**src/rtl/mem_issue_queue.sv**
```systemverilog
// In-order issue queue for the memory functional unit: a circular FIFO of packed
// op records feeding a scheduler that keeps at most one op in flight.
module mem_issue_queue #(
   parameter int DEPTH = 4,
   parameter int PW    = 128
) (
   input  logic                     clk,
   input  logic                     rst,
   input  logic                     flush,
   input  logic                     enq_valid,
   input  logic [PW-1:0]            enq_payload,
   output logic                     enq_ready,
   input  logic                     unit_busy,
   input  logic                     stall,
   output logic                     issue_start,
   output logic [PW-1:0]            issue_payload,
   output logic [$clog2(DEPTH):0]   count
);

   localparam int PTR_W = $clog2(DEPTH);
   localparam int CNT_W = PTR_W + 1;

   typedef enum logic [1:0] {
      READY     = 2'd0,
      WAIT_BUSY = 2'd1,
      WAIT_DONE = 2'd2
   } state_e;

   state_e             state_q, state_d;
   logic [PTR_W-1:0]   head_q, head_d;
   logic [PTR_W-1:0]   tail_q, tail_d;
   logic [CNT_W-1:0]   count_q, count_d;
   logic [PW-1:0]      mem_q [DEPTH];
   logic [PW-1:0]      mem_d [DEPTH];

   logic               enq_fire_s;
   logic               issue_fire_s;

   // Handshake and issue decision; both are blocked outright during a flush.
   always_comb begin
      enq_ready    = (count_q != CNT_W'(DEPTH)) && !flush;
      enq_fire_s   = enq_valid && enq_ready;
      issue_fire_s = (state_q == READY) && (count_q != {CNT_W{1'b0}})
                     && !unit_busy && !stall && !flush;
      issue_start  = issue_fire_s;
      count        = count_q;
      if (issue_fire_s) begin
         issue_payload = mem_q[head_q];
      end else begin
         issue_payload = {PW{1'b0}};
      end
   end

   // Entry storage: written at tail only; never cleared, pointers define validity.
   always_comb begin
      mem_d = mem_q;
      if (enq_fire_s && !rst) begin
         mem_d[tail_q] = enq_payload;
      end else begin
         mem_d = mem_q;
      end
   end

   // Pointer, occupancy and scheduler next-state; reset dominates flush.
   always_comb begin
      state_d = state_q;
      head_d  = head_q;
      tail_d  = tail_q;
      count_d = count_q;
      if (rst || flush) begin
         state_d = READY;
         head_d  = {PTR_W{1'b0}};
         tail_d  = {PTR_W{1'b0}};
         count_d = {CNT_W{1'b0}};
      end else begin
         case (state_q)
            READY: begin
               if (issue_fire_s) begin
                  state_d = WAIT_BUSY;
               end else begin
                  state_d = READY;
               end
            end
            // One cycle for the unit to raise its in-use flag after the start pulse.
            WAIT_BUSY: begin
               if (unit_busy) begin
                  state_d = WAIT_DONE;
               end else begin
                  state_d = READY;
               end
            end
            WAIT_DONE: begin
               if (!unit_busy) begin
                  state_d = READY;
               end else begin
                  state_d = WAIT_DONE;
               end
            end
            default: state_d = READY;
         endcase

         if (enq_fire_s) begin
            tail_d = tail_q + PTR_W'(1);
         end else begin
            tail_d = tail_q;
         end
         if (issue_fire_s) begin
            head_d = head_q + PTR_W'(1);
         end else begin
            head_d = head_q;
         end

         case ({enq_fire_s, issue_fire_s})
            2'b10:   count_d = count_q + CNT_W'(1);
            2'b01:   count_d = count_q - CNT_W'(1);
            default: count_d = count_q;
         endcase
      end
   end

   // State register.
   always_ff @(posedge clk) begin
      state_q <= state_d;
      head_q  <= head_d;
      tail_q  <= tail_d;
      count_q <= count_d;
      mem_q   <= mem_d;
   end

endmodule

```
**config.mk**
```make
export PLATFORM = sky130hd
export DESIGN_NAME = mem_issue_queue
export DESIGN_NICKNAME = d
export VERILOG_FILES = /design/src/rtl/mem_issue_queue.sv
export SDC_FILE = /design/constraint.sdc
export NUM_CORES = 1
export LEC_CHECK = 0
export BUFFER_PORTS_ARGS = -buffer_cell sky130_fd_sc_hd__buf_2
export CORE_ASPECT_RATIO = 1.25
export CORE_UTILIZATION = 42
export CTS_CLUSTER_DIAMETER = 150
export CTS_CLUSTER_SIZE = 40
export DETAILED_ROUTE_END_ITERATION = 8
export MAX_ROUTING_LAYER = met4
export RECOVER_POWER = 25
export SYNTH_ARGS = -nofsm -noshare
export SYNTH_HDL_FRONTEND = slang
export SYNTH_SLANG_ARGS = --single-unit
```
**constraint.sdc**
```tcl
create_clock -name clk -period 5.08 [get_ports clk]
set_input_delay 1.27 -clock clk [delete_from_list [all_inputs] [get_ports clk]]
set_output_delay 1.27 -clock clk [all_outputs]
set_load 0.02 [all_outputs]
```
==> impl_metrics.tcl <==
set metrics [dict create \
    syn_nets 1033 \
    grt_pass1_vias 9809 \
    fp-row-count 88 \
    end_kind "output port" \
    post-route-period-util_pct 77.3 \
    fin_nets 1278 \
    arrival_ns 2.66 \
    status "finished, final reports clean" \
    grt_antenna_before_repair 8 \
    core_um2 46500 \
    cts_tree "done" \
    cp_max_fo 53 \
    die_area_um2 48200 \
    async_flop_share_pct 0 \
    grt_overflow 0 \
    syn2layout_area_growth_pct 13.0 \
    synth_area_leaders "edfxtp_1 77%, mux4_2 14%, and3_1 4.0%" \
    synth-edff-count 512 \
    cts_buffer_depth 3 \
    rsz0062_at_grt "false" \
    synth_most_common_cell "edfxtp_1" \
    ys_top_cells_by_count "512 x edfxtp_1, 128 x and3_1, 128 x mux4_2" \
    layout_min_cycle_time_ns 3.93 \
    ctsHoldBuffers 0 \
    vias 9332 \
    root_buffer "clkbuf_16" \
    avgRoutedWirePerCell_um 22.4 \
    postRouteAntennaNets 0 \
    clk_pin_slew_ns 0.14 \
    fill_cells 3921 \
    route.detailed.drc 0 \
    ctsResizeCount 0 \
    drtIter0Drc 631 \
    yosys_warnings 0 \
    relSlewSlack_pct 52.7 \
    worst_pin_slew_ns 0.709 \
    vias_per_cell 5.25 \
    start_util_pct 42.8 \
    netlist_area_um2 19900 \
    track_usage_pct 17.1 \
    io_pins 267 \
    yosysTopAreaCellShare_pct 77.3 \
    grt_busiest_layer "met2" \
    fin_area_um2 22500 \
    die_w_um 197 \
    cts-htree-levels 1 \
    use_met1_pct 21.9 \
    synthCells 891 \
    critical_path_class "in -> out" \
    io_buffers 266 \
    cts_sinks 521 \
    cts_made_buffers 17 \
    hold_viol_final 0 \
    ys_types 32 \
    required_ns 3.81 \
    grt_max_degree 78 \
    globalRouteMet2Util_pct 28.2 \
    finalMaxSlewViolations 0 \
    tns_ns 0 \
    firstDrtPassIters 5 \
    layout-drive-gt1-share_pct 31.9 \
    globalplace.congestion 0.701 \
    p_leak_nw 7.67 \
    wirelength_mm 39.9 \
    hpwl_mm 23.5 \
    yosysTopAreaCell "edfxtp_1" \
    die_y_um 245 \
    critPathLaunchType "input port" \
    grt.met3_usage_pct 4.10 \
    synth-seq-cells 521 \
    max_freq_mhz 255 \
    setup_viol 0 \
    place_area_um2 22100 \
    synth_ff_type "edfxtp_1" \
    clk_latency_ns 0.55 \
    syn_area_per_cell_um2 22.3 \
    grt_first_pass_wirelength_mm 60.6 \
    drv_cap 0 \
    seq_area_frac_synth_pct 78.2 \
    irDropWorstVdd_mv 0.323 \
    hp-class "reg -> reg" \
    fin_skew_ns 0.0572 \
    p_per_area_nw_per_um2 302 \
    cts_post_setup_buffers_inserted 0 \
]
-- power by group --
part           internal (mW)  total [mW]  switching [mW]  leakage, nW
registers               4.75        4.76         0.00904         4.70
clock network          0.640        1.83            1.19        0.227
logic                 0.0768       0.208           0.131         2.74
-- per-stage QoR --
stage	utilization (%)	std cells	hold slack [ns]	setup slack [ns]	power (mW)
floorplan	-	891	0.489	1.33	4.95
global placement	47.5	1747	0.520	1.23	5.07
detailed placement	47.5	1747	0.528	1.15	5.08
CTS	48.6	1770	0.545	1.08	6.90
global route	48.4	1778	0.593	0.986	7.02
finish	48.4	1778	0.553	1.15	6.80
-- metal layers --
layer / vias to the layer above / part of all wire (%)
met1: 4905 / 41
met4: 0 / 1.1
met5: - / 0
li1: 4182 / -
met2: 222 / 51
met3: 23 / 6.8
-- cell families (layout without fill, tap and decap cells) --
kind of cell               Yosys count  in the layout  share of synthesized area, %
adders and majority gates            8              8                         0.541
and+or+nand+nor                    154            154                          4.84
AOI/OAI and AO/OA                   11             11                         0.327
muxes                              128            128                          14.5
other                                0              8                             0
xor gates and xnor gates             2              2                        0.0881
buffers and inverters               67            316                          1.51
DFF                                521            521                          78.2
-- state kept, by name (all words and copies together) (netlist names) --
name / flops
mem_q: 512
count: 3
tail_q: 2
head_q: 2
state_q: 2
-- area by class of cell --
class                      instances  area [um^2]  share of cell area, %
sequential                       521        15600                   69.2
inverter                           9         33.8                  0.150
multi-input combinational        303         4060                   18.1
timing repair buffer             284         1540                   6.87
antenna                            8         20.0                 0.0890
clock buffer                      22          444                   1.98
clock inverter                     1         30.0                  0.134
tap                              630          788                   3.51
-- cells in the final DEF, fill, tap and decap left out, types with 4 or more instances in the layout --
cell / instances
a21oi_1: 5
and2_4: 4
and3_1: 128
buf_12: 14
buf_2: 188
buf_4: 4
clkbuf_1: 83
clkbuf_16: 17
dfxtp_1: 7
diode_2: 8
edfxtp_1: 512
ha_1: 7
inv_1: 9
mux4_2: 128
nor2_1: 4
nor3_1: 4
-- worst max-delay path: stages --
cell and delay, ns:
buf_2 0.13, nor4b_4 0.35, buf_4 0.46, and3_1 0.23, buf_2 0.16
-- final timing paths --
kind                                          endpoint  slack (ns)  depth (start not counted)                    from
worst max-delay path                 issue_payload[33]        1.15                          5               unit_busy
worst min-delay path            tail_q[0]$_SDFFE_PP0P_        0.55                          2  tail_q[0]$_SDFFE_PP0P_
worst max register to register   count[2]$_SDFFE_PP0P_        2.15                         10   count[0]$_SDFFE_PP0P_
worst min register to register  tail_q[0]$_SDFFE_PP0P_        0.55                          2  tail_q[0]$_SDFFE_PP0P_
Note: power is estimated with default switching activity, not from simulation.
